`src/rtl/fix_checksum_gen_if.sv`:
```
// Purpose : beat input, result and serial-digit signals of the FIX checksum generator.
// Latency : none, wiring only.
// Backpressure: ready_o gates input beats, ser_ready_i gates serial digits.
interface fix_checksum_gen_if #(
  parameter int LANES = 1
);
  logic                 valid_i;
  logic                 ready_o;
  logic                 start_i;
  logic                 end_i;
  logic [8*LANES-1:0]   data_i;
  logic [LANES-1:0]     keep_i;
  logic [7:0]           checksum_o;
  logic [23:0]          ascii_o;
  logic                 done_o;
  logic                 abort_o;
  logic                 ser_valid_o;
  logic                 ser_ready_i;
  logic [7:0]           ser_data_o;

  // Checksum block side.
  modport slave (
    input  valid_i, start_i, end_i, data_i, keep_i, ser_ready_i,
    output ready_o, checksum_o, ascii_o, done_o, abort_o, ser_valid_o, ser_data_o
  );

  // Upstream datapath / downstream trailer-inserter side.
  modport master (
    output valid_i, start_i, end_i, data_i, keep_i, ser_ready_i,
    input  ready_o, checksum_o, ascii_o, done_o, abort_o, ser_valid_o, ser_data_o
  );
endinterface

```
`src/rtl/fix_checksum_gen.sv`:
```
// Purpose : FIX tag-10 checksum, mod-256 byte sum of a framed message rendered as 3 ASCII digits.
// Latency : done_o/ascii_o/first serial digit two cycles after the end beat is accepted.
// Backpressure: ready_o low from the cycle after the end beat until the units digit is consumed.
module fix_checksum_gen #(
  parameter int         LANES    = 1,
  parameter logic [7:0] SEED     = 8'd0,
  parameter logic [7:0] TAIL_SUB = 8'd0
) (
  input  logic              clk,
  input  logic              rst,
  fix_checksum_gen_if.slave bus
);

  typedef enum logic [1:0] {
    S_IDLE  = 2'd0,
    S_ACCUM = 2'd1,
    S_CONV  = 2'd2,
    S_SER   = 2'd3
  } state_t;

  state_t      state_q, state_d;
  logic [7:0]  sum_q, sum_d;
  logic [7:0]  checksum_q, checksum_d;
  logic [23:0] ascii_q, ascii_d;
  logic        done_q, done_d;
  logic        ser_valid_q, ser_valid_d;
  logic [7:0]  ser_data_q, ser_data_d;
  logic [1:0]  dig_q, dig_d;

  logic        ready;
  logic        accept;
  logic        abort;
  logic [7:0]  beat_sum;
  logic [7:0]  add_sum;
  logic [7:0]  fin_sum;
  logic [23:0] ascii_conv;

  // Three ASCII decimal digits of an 8-bit value, hundreds in the top byte.
  function automatic logic [23:0] to_ascii(input logic [7:0] v);
    logic [7:0] h, t, u;
    h = v / 8'd100;
    t = (v / 8'd10) % 8'd10;
    u = v % 8'd10;
    return {h + 8'h30, t + 8'h30, u + 8'h30};
  endfunction

  // Input side is open only while framing a message; depends on state alone.
  assign ready  = (state_q == S_IDLE) || (state_q == S_ACCUM);
  assign accept = bus.valid_i & ready;

  // Sum of the enabled lanes of the current beat, mod 256.
  always_comb begin
    beat_sum = '0;
    for (int i = 0; i < LANES; i++) begin
      if (bus.keep_i[i]) begin
        beat_sum = beat_sum + bus.data_i[8*i +: 8];
      end
    end
  end

  // Candidate running sums: a start beat reseeds, the end beat also drops the tail bytes.
  always_comb begin
    add_sum    = (bus.start_i ? SEED : sum_q) + beat_sum;
    fin_sum    = add_sum - TAIL_SUB;
    ascii_conv = to_ascii(sum_q);
  end

  // Next-state logic for framing, conversion and serial digit sequencing.
  always_comb begin
    state_d     = state_q;
    sum_d       = sum_q;
    checksum_d  = checksum_q;
    ascii_d     = ascii_q;
    done_d      = 1'b0;
    ser_valid_d = ser_valid_q;
    ser_data_d  = ser_data_q;
    dig_d       = dig_q;
    abort       = 1'b0;

    case (state_q)
      S_IDLE: begin
        // Beats without start_i are dropped silently while idle.
        if (accept && bus.start_i) begin
          sum_d   = bus.end_i ? fin_sum : add_sum;
          state_d = bus.end_i ? S_CONV : S_ACCUM;
        end
      end
      S_ACCUM: begin
        if (accept) begin
          abort   = bus.start_i;
          sum_d   = bus.end_i ? fin_sum : add_sum;
          state_d = bus.end_i ? S_CONV : S_ACCUM;
        end
      end
      S_CONV: begin
        checksum_d  = sum_q;
        ascii_d     = ascii_conv;
        done_d      = 1'b1;
        ser_valid_d = 1'b1;
        ser_data_d  = ascii_conv[23:16];
        dig_d       = 2'd0;
        state_d     = S_SER;
      end
      S_SER: begin
        if (ser_valid_q && bus.ser_ready_i) begin
          case (dig_q)
            2'd0: begin
              ser_data_d = ascii_q[15:8];
              dig_d      = 2'd1;
            end
            2'd1: begin
              ser_data_d = ascii_q[7:0];
              dig_d      = 2'd2;
            end
            default: begin
              ser_valid_d = 1'b0;
              ser_data_d  = 8'd0;
              dig_d       = 2'd0;
              state_d     = S_IDLE;
            end
          endcase
        end
      end
      default: begin
        state_d = S_IDLE;
      end
    endcase
  end

  // State and datapath registers; reset abandons any message or stream in flight.
  always_ff @(posedge clk) begin
    if (rst) begin
      state_q     <= S_IDLE;
      sum_q       <= 8'd0;
      checksum_q  <= 8'd0;
      ascii_q     <= 24'd0;
      done_q      <= 1'b0;
      ser_valid_q <= 1'b0;
      ser_data_q  <= 8'd0;
      dig_q       <= 2'd0;
    end else begin
      state_q     <= state_d;
      sum_q       <= sum_d;
      checksum_q  <= checksum_d;
      ascii_q     <= ascii_d;
      done_q      <= done_d;
      ser_valid_q <= ser_valid_d;
      ser_data_q  <= ser_data_d;
      dig_q       <= dig_d;
    end
  end

  assign bus.ready_o     = ready;
  assign bus.abort_o     = abort;
  assign bus.checksum_o  = checksum_q;
  assign bus.ascii_o     = ascii_q;
  assign bus.done_o      = done_q;
  assign bus.ser_valid_o = ser_valid_q;
  assign bus.ser_data_o  = ser_data_q;

endmodule

```
`src/flat_wrapper.sv`:
```
// flat-port wrapper written by rule: the top's interface ports become plain ports
module fix_checksum_gen_flat 
#(
  parameter int         LANES    = 1,
  parameter logic [7:0] SEED     = 8'd0,
  parameter logic [7:0] TAIL_SUB = 8'd0
)
  (clk, rst, bus_valid_i, bus_start_i, bus_end_i, bus_data_i, bus_keep_i, bus_ser_ready_i, bus_ready_o, bus_checksum_o, bus_ascii_o, bus_done_o, bus_abort_o, bus_ser_valid_o, bus_ser_data_o);
  fix_checksum_gen_if #(.LANES(LANES)) bus_i ();
  input  logic clk;
  input  logic rst;
  input wire logic [$bits(bus_i.valid_i)-1:0] bus_valid_i;
  input wire logic [$bits(bus_i.start_i)-1:0] bus_start_i;
  input wire logic [$bits(bus_i.end_i)-1:0] bus_end_i;
  input wire logic [$bits(bus_i.data_i)-1:0] bus_data_i;
  input wire logic [$bits(bus_i.keep_i)-1:0] bus_keep_i;
  input wire logic [$bits(bus_i.ser_ready_i)-1:0] bus_ser_ready_i;
  output wire logic [$bits(bus_i.ready_o)-1:0] bus_ready_o;
  output wire logic [$bits(bus_i.checksum_o)-1:0] bus_checksum_o;
  output wire logic [$bits(bus_i.ascii_o)-1:0] bus_ascii_o;
  output wire logic [$bits(bus_i.done_o)-1:0] bus_done_o;
  output wire logic [$bits(bus_i.abort_o)-1:0] bus_abort_o;
  output wire logic [$bits(bus_i.ser_valid_o)-1:0] bus_ser_valid_o;
  output wire logic [$bits(bus_i.ser_data_o)-1:0] bus_ser_data_o;
  assign bus_i.valid_i = bus_valid_i;
  assign bus_i.start_i = bus_start_i;
  assign bus_i.end_i = bus_end_i;
  assign bus_i.data_i = bus_data_i;
  assign bus_i.keep_i = bus_keep_i;
  assign bus_i.ser_ready_i = bus_ser_ready_i;
  assign bus_ready_o = bus_i.ready_o;
  assign bus_checksum_o = bus_i.checksum_o;
  assign bus_ascii_o = bus_i.ascii_o;
  assign bus_done_o = bus_i.done_o;
  assign bus_abort_o = bus_i.abort_o;
  assign bus_ser_valid_o = bus_i.ser_valid_o;
  assign bus_ser_data_o = bus_i.ser_data_o;
  fix_checksum_gen #(.LANES(LANES), .SEED(SEED), .TAIL_SUB(TAIL_SUB)) u_core (.clk(clk), .rst(rst), .bus(bus_i));
endmodule
```
`config.mk`:
```
export PLATFORM = sky130hd
export DESIGN_NAME = fix_checksum_gen_flat
export DESIGN_NICKNAME = d
export VERILOG_FILES = /design/src/rtl/fix_checksum_gen_if.sv /design/src/rtl/fix_checksum_gen.sv /design/src/flat_wrapper.sv
export SDC_FILE = /design/constraint.sdc
export NUM_CORES = 1
export LEC_CHECK = 0
export ABC_AREA = 0
export CORE_UTILIZATION = 54
export DETAILED_ROUTE_END_ITERATION = 10
export PLACE_DENSITY_LB_ADDON = 0.3
export SETUP_SLACK_MARGIN = 0.02
export SLEW_MARGIN = 20
export SYNTH_ARGS = -nofsm -noshare
export SYNTH_HDL_FRONTEND = slang
export SYNTH_SLANG_ARGS = --single-unit
```
`constraint.sdc`:
```
create_clock -name clk -period 5.2 [get_ports clk]
set_input_delay 0.52 -clock clk [delete_from_list [all_inputs] [get_ports clk]]
set_output_delay 0.52 -clock clk [all_outputs]
set_load 0.02 [all_outputs]
```
==> summary.md <==
| Metric | Value |
|---|---|
| Antenna Violating Nets Remaining | 0 |
| Combined flip-flop and latch cell area | 962 um^2 |
| Crit. End Element | flip-flop |
| Fraction of registers with async set/reset | 0% |
| Area of the die | slightly below 7000 um^2 |
| Number of flops mapped to enable cells by yosys | 0 |
| Most frequent cell after synthesis | sky130_fd_sc_hd__nor2_1 |
| Initial DRC Count | 166 |
| Global Route met1 Usage | 34.7% |
| Reg clk slew, reported paths | roughly 90 ps |
| Critical path class | reg -> reg |
| Starting utilization of the core area | a little under three fifths |
| Diode count | 0 |
| Worst IR drop on VDD | 0.182 mV |
| DRT Pass-1 Iters | 5 |
| Number of buffers added to fix hold violations after cts | 0 |
| Maximum fanout along the worst path | 18 |
| Inserted Clock Buffers | 5 |
| Clk_lat worst skew | 320 ps |
| Post-place setup slack | 396 ps |
| Final Routed Wirelength | roughly 9 mm |
| Post-synthesis share of cell area spent on xor and xnor gates | 2.74% |
| Largest net degree at the start of global routing | 41 |
| Peak clock frequency supported by timing | 214 MHz |
| Buffers from clock root to sink, at most | 2 |
| Simple-gate share of the synthesized area | 26.3% |
| Half-perimeter wire length after detailed placement | 6.75 mm |
| Clock Sink Count | 48 |
| Vias in the first global route | 3078 |
| CORE AREA | 6310 um^2 |
| Layout fillers | 540 |
| Setup crit start kind | flip-flop |
| Area growth from synthesis to layout | 17.2% |
| RSZ-0062 raised after global routing | false |
| Most used standard cells in the synthesized netlist | sky130_fd_sc_hd__nor2_1 (51), sky130_fd_sc_hd__dfxtp_1 (48), sky130_fd_sc_hd__nand2_1 (48) |
| Number of remaining DRC errors | 0 |
| Synth area leaders | sky130_fd_sc_hd__dfxtp_1 (27%), sky130_fd_sc_hd__a21oi_1 (5.8%), sky130_fd_sc_hd__ha_1 (5.7%) |
| Req. time, crit path | ~5400 ps |
| Global placement routability congestion | 0.954 |
| Least-Margin Pin Slew | 860 ps |
| Multi-input combinational cell area | about 2300 um^2 |
| Routed wire per std cell | 15.6 um |
| TritonCTS clock tree | done |
| Die span in x | between 80 and 90 um |
| Met3 routing resource usage after global routing | under 10% |
| Layout cells sized above 1 | 7.65% |
| Seq/Total Area, Yosys | between 20% and 30% |
| Count of yosys warnings during synthesis | 0 |
| Dominant combinational cell family by area after synthesis | compound AO/OA/AOI/OAI gates |
| Synthesized instance count | 462 |
| Arrival @ worst endpoint | 4880 ps |
| Total of endpoints with negative setup slack in the final report | 0 |
| Worst min path class | reg -> reg |
| Worst Clk Skew | about 11 ps |
| Adder-cell share of the synthesized area | 6.27% |
| Share of the synthesized area in the top cell type | a little over a quarter |
| Gr usage total | 27.4% |
| Setup slack of the most critical reg-to-reg path | 520 ps |
| Leakage Power | 1.58 nW |
| Aggregate negative setup slack | 0 ps |
| Part of the cycle the worst path needs | 89.9% |
| Complex-gate fraction of the synthesized area | between 20% and 30% |
| Power density over the cells | 254 nW/um^2 |
| GR Util met2 | 47.4% |
| IO Count | 59 |
| Number of slew-limit violations in the final report | 0 |
| Library cell with the largest summed area after synthesis | sky130_fd_sc_hd__dfxtp_1 |
| Wire length of the first global-routing pass | 14.3 mm |
| Die H | 82.7 um |
| Count of maximum capacitance violations | 0 |
| Number of hold violations in the final report | 0 |
| Overflow after GRT | 0 |
| Final #Nets | 528 |
| Highest-utilization routing layer at the global route stage | met2 |
| Synthesized flop and latch total | 48 |
| # rows | 29 |
| Proportion of synthesized area in mux cells | 2.39% |
| Final worst setup slack | between 500 and 600 ps |
| Average cell area after synthesis | 7.60 um^2 |
| Average via count per standard cell | 6.02 |
| Worst slew margin | 42.7% |
| Min cycle time layout | 4680 ps |
| Via count of the routed design | 3457 |
| Main synth FF type | sky130_fd_sc_hd__dfxtp_1 |
| Number of antenna violations at the first check in global routing | 0 |
| Level count of the clock H-tree | 2 |
| Buffer type at the clock tree root | sky130_fd_sc_hd__clkbuf_8 |
| Outcome | completed |
| Number of different library cells in the post-synthesis netlist | 77 |
| Combined area of all synthesized cells | 3510 um^2 |
| Input/output buffers | 54 |
-- critical path, cell delays in order (launching register included) --
cell	delay [ps]
sky130_fd_sc_hd__dfxtp_2	520
sky130_fd_sc_hd__ha_1	370
sky130_fd_sc_hd__and2_1	240
sky130_fd_sc_hd__a221oi_1	270
sky130_fd_sc_hd__o21ai_0	220
sky130_fd_sc_hd__a21o_4	270
sky130_fd_sc_hd__a221oi_2	440
sky130_fd_sc_hd__o2111ai_1	240
sky130_fd_sc_hd__nand2_1	130
sky130_fd_sc_hd__a21oi_1	100
sky130_fd_sc_hd__ha_1	220
sky130_fd_sc_hd__nor3_1	240
sky130_fd_sc_hd__a21oi_1	90
sky130_fd_sc_hd__a211oi_2	240
sky130_fd_sc_hd__xor2_1	90
sky130_fd_sc_hd__ha_1	190
sky130_fd_sc_hd__or3_1	390
sky130_fd_sc_hd__o311ai_0	280
-- final cells by class --
cell class | count | share of cell area (%)
clock inverter | 3 | 1.12
multi-input combinational | 362 | 55.8
inverter | 22 | 2.04
sequential | 48 | 23.4
tap | 77 | 2.34
clock buffer | 5 | 1.67
timing repair buffer | 57 | 13.7
-- metrics by stage --
| stage | area, um^2 | instances | utilization, % | hold WS, ps | total power, mW |
|---|---|---|---|---|---|
| 6_report | 4120 | 574 | 65.2 | 460 | 1.05 |
| 5_1_grt | 4120 | 574 | 65.2 | 489 | 1.11 |
| 4_1_cts | 4120 | 574 | 65.2 | 466 | 1.05 |
| 3_5_place_dp | 4000 | 566 | 63.4 | 450 | 0.769 |
| 3_3_place_gp | 4000 | 566 | 63.4 | 444 | 0.764 |
| 2_1_floorplan | 3520 | 465 | - | 453 | 0.674 |
-- logic make-up (layout without fill, tap and decap cells) --
| logic type | Yosys count | after routing |
|---|---|---|
| adders and majority gates | 17 | 17 |
| and+or+nand+nor | 186 | 186 |
| DFF | 48 | 48 |
| muxes | 8 | 8 |
| buffers and inverters | 55 | 87 |
| xor gates and xnor gates | 11 | 11 |
| AOI/OAI and AO/OA | 136 | 136 |
| other | 1 | 4 |
-- path summary, 6_finish.rpt --
path,startpoint,endpoint,depth (start not counted)
setup / recovery,u_core.sum_q[6],u_core.bus.ascii_o[14],17
hold / removal,u_core.bus.checksum_o[1],u_core.bus.checksum_o[1],2
setup reg to reg,u_core.sum_q[6],u_core.bus.ascii_o[14],17
hold reg to reg,u_core.bus.checksum_o[1],u_core.bus.checksum_o[1],2
-- layer usage --
metal  routed length [um]  vias up
met4                  128        0
met2                 4390      104
met1                 4060     1614
li1                     -     1726
met3                  380       13
met5                    0        -
-- power by group --
group	switching (mW)	internal [mW]	total, mW
clock network	0.137	0.145	0.281
logic	0.205	0.139	0.343
registers	0.0318	0.390	0.422
-- state kept, by name, indices dropped and copies added, names as in the netlist --
name / count
u_core.sum_q: 8
u_core.bus.ser_data_o: 8
u_core.dig_q: 2
u_core.bus.ascii_o: 19
u_core.bus.ser_valid_o: 1
u_core.state_q: 2
u_core.bus.done_o: 1
u_core.bus.checksum_o: 7
-- layout by cell type, fill, tap and decap left out, types with 5 or more instances in the layout --
| cell type | instances |
|---|---|
| sky130_fd_sc_hd__a21oi_1 | 41 |
| sky130_fd_sc_hd__xnor2_1 | 8 |
| sky130_fd_sc_hd__nor2b_1 | 5 |
| sky130_fd_sc_hd__and3_1 | 6 |
| sky130_fd_sc_hd__nand2_1 | 48 |
| sky130_fd_sc_hd__and2_1 | 11 |
| sky130_fd_sc_hd__nor2_1 | 50 |
| sky130_fd_sc_hd__o21ai_0 | 25 |
| sky130_fd_sc_hd__mux2i_1 | 5 |
| sky130_fd_sc_hd__a22oi_1 | 5 |
| sky130_fd_sc_hd__dfxtp_1 | 47 |
| sky130_fd_sc_hd__ha_1 | 16 |
| sky130_fd_sc_hd__inv_1 | 19 |
| sky130_fd_sc_hd__clkdlybuf4s50_1 | 54 |
| sky130_fd_sc_hd__nand3_1 | 12 |
| sky130_fd_sc_hd__a211oi_1 | 7 |
| sky130_fd_sc_hd__nor3_1 | 18 |
| sky130_fd_sc_hd__clkbuf_8 | 5 |
| sky130_fd_sc_hd__a21o_1 | 6 |
| sky130_fd_sc_hd__nand2b_1 | 7 |
-- repair_timing --
action / 4_1_cts / 5_1_grt
gates resized for setup: 0 / 1
endpoints found under the setup margin: 0 / 1
setup buffers: 0 / 0
(Power assumes the default switching activity.)
==> RTL edit 1: new RTL, same settings <==
Take the reset off `sum_q`, `checksum_q` and `ser_data_q` and load them in a clocked block of their own.
--- a/src/rtl/fix_checksum_gen.sv
+++ b/src/rtl/fix_checksum_gen.sv
@@ -132,21 +132,21 @@
     if (rst) begin
       state_q     <= S_IDLE;
-      sum_q       <= 8'd0;
-      checksum_q  <= 8'd0;
       ascii_q     <= 24'd0;
       done_q      <= 1'b0;
       ser_valid_q <= 1'b0;
-      ser_data_q  <= 8'd0;
       dig_q       <= 2'd0;
     end else begin
       state_q     <= state_d;
-      sum_q       <= sum_d;
-      checksum_q  <= checksum_d;
       ascii_q     <= ascii_d;
       done_q      <= done_d;
       ser_valid_q <= ser_valid_d;
-      ser_data_q  <= ser_data_d;
       dig_q       <= dig_d;
     end
+  end
+
+  always_ff @(posedge clk) begin
+    sum_q      <= sum_d;
+    checksum_q <= checksum_d;
+    ser_data_q <= ser_data_d;
   end
 
Function: differs if rst is asserted again (counterexample within 4 cycles, from zero or initial values and one cycle with rst high); with rst held inactive, the same outputs for 4 cycles.
==> RTL edit 1 against the original RTL <==
Setup slack better by 0.32 ns; sequential cell count is 1 higher; final area is 1.6% lower; total power is 18% higher; routed wire length is 9.8% lower; first-iteration DRC count is 6.6% lower; worst hold slack better by 0.022 ns; area after synthesis is 4.2% lower.
==> RTL edit 1: results (changes against the original RTL) <==
Drt
  – Vias after detailed routing: 2933 (-15%)
  – Met2 WL: 3960 um (-9.9%)
  – Wire length on met3: 427 um (+12%)
  – Drt total wl: 8089 um (-9.8%)

Status
  – Status: complete, no violations

Worst setup path
  – Reg2Reg Setup Slack: 0.85 ns (+0.32 ns)
  – Critical path destination: u_core.bus.ascii_o[13]
  – Worst Setup SP: u_core.sum_q[3]
  – Crit path arrival time: 4.55 ns (-0.33 ns)
  – CP max-delay cell: edfxtp_1

STA
  – Worst slew margin: 37.27% (-5.4 points)
  – Clk_skew: 0.01155 ns (+0.00005280 ns)
  – Fmax: 229.7 MHz (+7.4%)

Clock network
  – CTS sink count: 49 (+2.1%)

Logic synthesis
  – Compound-Gate Fraction of Synth Area: 23.60% (-3.5 points)
  – Post-Synth XOR/XNOR Area: 3.382% (+0.64 points)
  – Synth cell types: 75 (-2.6%)
  – Post-synth EDFFs: 24 (+24)
  – Synth top area cells: edfxtp_1 (21%), dfxtp_1 (15%), ha_1 (6.3%)
  – Top post-synthesis cells by count: nor2_1 (46), a21oi_1 (29), nand2_1 (26)
  – Post-synthesis sequential area ratio: 36.27% (+8.9 points)

Final layout
  – Reg area: 1221 um^2 (+27%)
  – Layout cell share with drive strength beyond 1: 8.551% (+0.91 points)
  – Nets@finish: 453 (-14%)

Power and ir drop
  – LEAKAGE: 1.514 nW (-3.9%)

Global routing
  – Met3 Usage GRT: 3.258% (-1.9 points)
  – Largest net degree at the start of global routing: 34 (-17%)
  – First-pass GRT wire length: 12920 um (-9.8%)
  – Met2 Track Usage GR: 43.36% (-4.0 points)
  – All-Layer GR Usage: 25.85% (-1.5 points)

Placed design
  – Routability cong.: 0.9532 (-0.10%)
  – DP Cell Count: 488 (-14%)
  – Place WS: 0.9588 ns (+0.5631 ns)

Worst hold path
  – Hold Startpoint: u_core.bus.ascii_o[6]
-- RTL edit 1: cell count changes after synthesis, moves of 10 or more --
cell	change
nand2_1	-22
dfxtp_1	-23
nor3_1	-11
a21oi_1	-12
edfxtp_1	+24
clkbuf_1	-10
o21ai_0	-12
-- RTL edit 1: final cells by class --
cell class / instances / area share [%]
multi-input cells: 288 / 48.76
clock buffers: 6 / 2.316
well taps: 75 / 2.316
clock inverters: 2 / 0.9574
flip-flops and latches: 49 / 30.14
repair buffers: 54 / 13.34
inverters: 22 / 2.162
-- RTL edit 1: power breakdown --
group | switching (mW) | internal [mW] | total, mW | leakage [nW]
Sequential | 0.0308 | 0.433 | 0.463 | 0.424
Clock | 0.139 | 0.174 | 0.313 | 0.0669
Combinational | 0.271 | 0.192 | 0.462 | 1.02
Total | 0.440 | 0.799 | 1.24 | 1.51
==> RTL edit 2: new RTL, same flow settings <==
Without the edit above. Make the reset (`rst`) asynchronous in one clocked block.
--- a/src/rtl/fix_checksum_gen.sv
+++ b/src/rtl/fix_checksum_gen.sv
@@ -129,5 +129,5 @@
 
   // State and datapath registers; reset abandons any message or stream in flight.
-  always_ff @(posedge clk) begin
+  always_ff @(posedge clk or posedge rst) begin
     if (rst) begin
       state_q     <= S_IDLE;
Formal check against the unedited RTL: differs if rst is asserted again (counterexample within 4 cycles, from zero or initial values and one cycle with rst high); with rst held inactive, the same outputs for 4 cycles.
==> RTL edit 2 against the original RTL <==
Core utilization rose by 0.61 points; fmax grew 1.3%; synthesized cell count shrank 6.3%; sequential cell count did not move; routed wire length decreased by 9.0%; setup slack improved by 0.059 ns; non-clock buffer count stayed put; final area rose by 1.5%; area after synthesis is 1.1% higher; global-route usage is 2.6 points lower; critical path type unchanged; critical endpoint is now u_core.bus.ascii_o[14].
Power is left out: the tool's default activity adds up to more than one toggle a clock period on the data nets, which glitch-free logic cannot reach.
==> RTL edit 2: results (changes against the original RTL) <==
Worst setup path
  – Crit path arrival time: 4.78 ns (-0.10 ns)
  – Reg2Reg Setup Slack: 0.58 ns (+0.06 ns)
  – Maximum fanout along the worst path: 24 (+6)
  – Worst Setup SP: u_core.sum_q[5]
  – Critical path destination: u_core.bus.ascii_o[14]
  – Worst reg2reg path depth: 20 (+3)

Worst hold path
  – Hold Path End: u_core.bus.ser_data_o[4]
  – Hold path cells: 2 (unchanged)
  – Hold Startpoint: u_core.bus.ser_data_o[4]

Logic synthesis
  – Mux contribution to synthesized area: 3.524% (+1.1 points)
  – Synthesized instance count: 433 (-6.3%)
  – Top post-synthesis cells by count: nand2_1 (68), dfrtp_1 (48), o21ai_0 (47)
  – Compound-Gate Fraction of Synth Area: 24.10% (-3.0 points)
  – Synth top area cells: dfrtp_1 (34%), nand2_1 (7.2%), o21ai_0 (6.6%)
  – Top FF cell, synth: dfrtp_1
  – Post-Synth XOR/XNOR Area: 2.960% (+0.22 points)
  – Post-synth ARST share: 100.0% (+100 points)
  – Synth cell types: 65 (-16%)
  – Adder-cell share of the synthesized area: 6.202% (-0.066 points)
  – Post-synthesis sequential area ratio: 33.83% (+6.5 points)

Clock network
  – Post CTS Setup Buffer Count: 0 (unchanged)
  – # H-tree levels: 2 (unchanged)
  – Clk Latency, worst-skew pair: 0.29 ns (-0.03 ns)

STA
  – Min Hold Slack: 0.4889 ns (+0.02855 ns)
  – Tightest Pin Transition: 0.9249 ns (+0.06518 ns)
  – Fmax: 216.5 MHz (+1.3%)
  – Clk_skew: 0.005338 ns (-0.006157 ns)

Placed design
  – Placed inst area: 4049 um^2 (+1.2%)
  – Routability cong.: 0.9001 (-5.7%)
  – DPL Wire Length: 6107 um (-9.5%)
  – Place WS: 0.6583 ns (+0.2627 ns)
  – DP Cell Count: 538 (-4.9%)

Drt
  – Drt initial violations: 160 (-3.6%)
  – Drt total wl: 8157 um (-9.0%)
  – Vias after detailed routing: 3156 (-8.7%)

Global routing
  – Vias in the first global route: 2956 (-4.0%)
  – Largest net degree at the start of global routing: 49 (+20%)
  – First-pass GRT wire length: 14180 um (-1.0%)
  – All-Layer GR Usage: 24.84% (-2.6 points)

Final layout
  – Number of diodes: 0 (unchanged)
  – Nets@finish: 500 (-5.3%)
  – Layout cell share with drive strength beyond 1: 7.265% (-0.38 points)
  – Final non-filler cell total: 545 (-5.1%)
  – Fill cell count: 518 (-4.1%)

Status
  – Status: complete, no violations
-- RTL edit 2: cell count changes after synthesis, sizes merged, moves of 4 or more --
cell / before / now
o211ai: 1 / 7
or3: 4 / 0
nor2: 51 / 37
dfrtp: 0 / 48
o21ai: 25 / 54
a21oi: 42 / 27
a21o: 7 / 2
and3: 7 / 3
nor3: 19 / 10
nand2: 49 / 69
dfxtp: 48 / 0
o22ai: 4 / 0
-- RTL edit 2: layout make-up --
type                       count  area [um^2]  area share [%]
inverter                      19        72.57           1.737
sequential                    48         1201           28.74
timing repair buffer          57        563.0           13.47
multi-input combinational    337         2117           50.66
clock inverter                 2        60.06           1.437
clock buffer                   5        68.82           1.647
tap                           77        96.34           2.305
-- RTL edit 2: per-layer routing --
metal | part of all wire (%) | routed length [um] | track usage (%) | vias up
li1 | - | - | - | 1573
met1 | 47 | 3821 | 34.53 | 1484
met2 | 48 | 3910 | 41.36 | 93
met3 | 4.1 | 331 | 3.082 | 6
met4 | 1.2 | 95 | 5.799 | 0
met5 | 0 | 0 | 0 | -
-- RTL edit 2: critical path, stage by stage, from the launching register on --
cell and delay, ns:
dfrtp_1 0.33, buf_4 0.24, inv_1 0.14, ha_1 0.41, nand3b_1 0.19, a2111o_1 0.47, and2_1 0.18, o21ai_1 0.13
buf_4 0.18, ha_1 0.21, o2111ai_1 0.14, nor4_2 0.27, nand2_2 0.18, a22oi_1 0.30, inv_1 0.10, ha_1 0.19
o21ai_0 0.17, a31oi_1 0.17, ha_1 0.25, xor2_1 0.16, o21ai_1 0.07
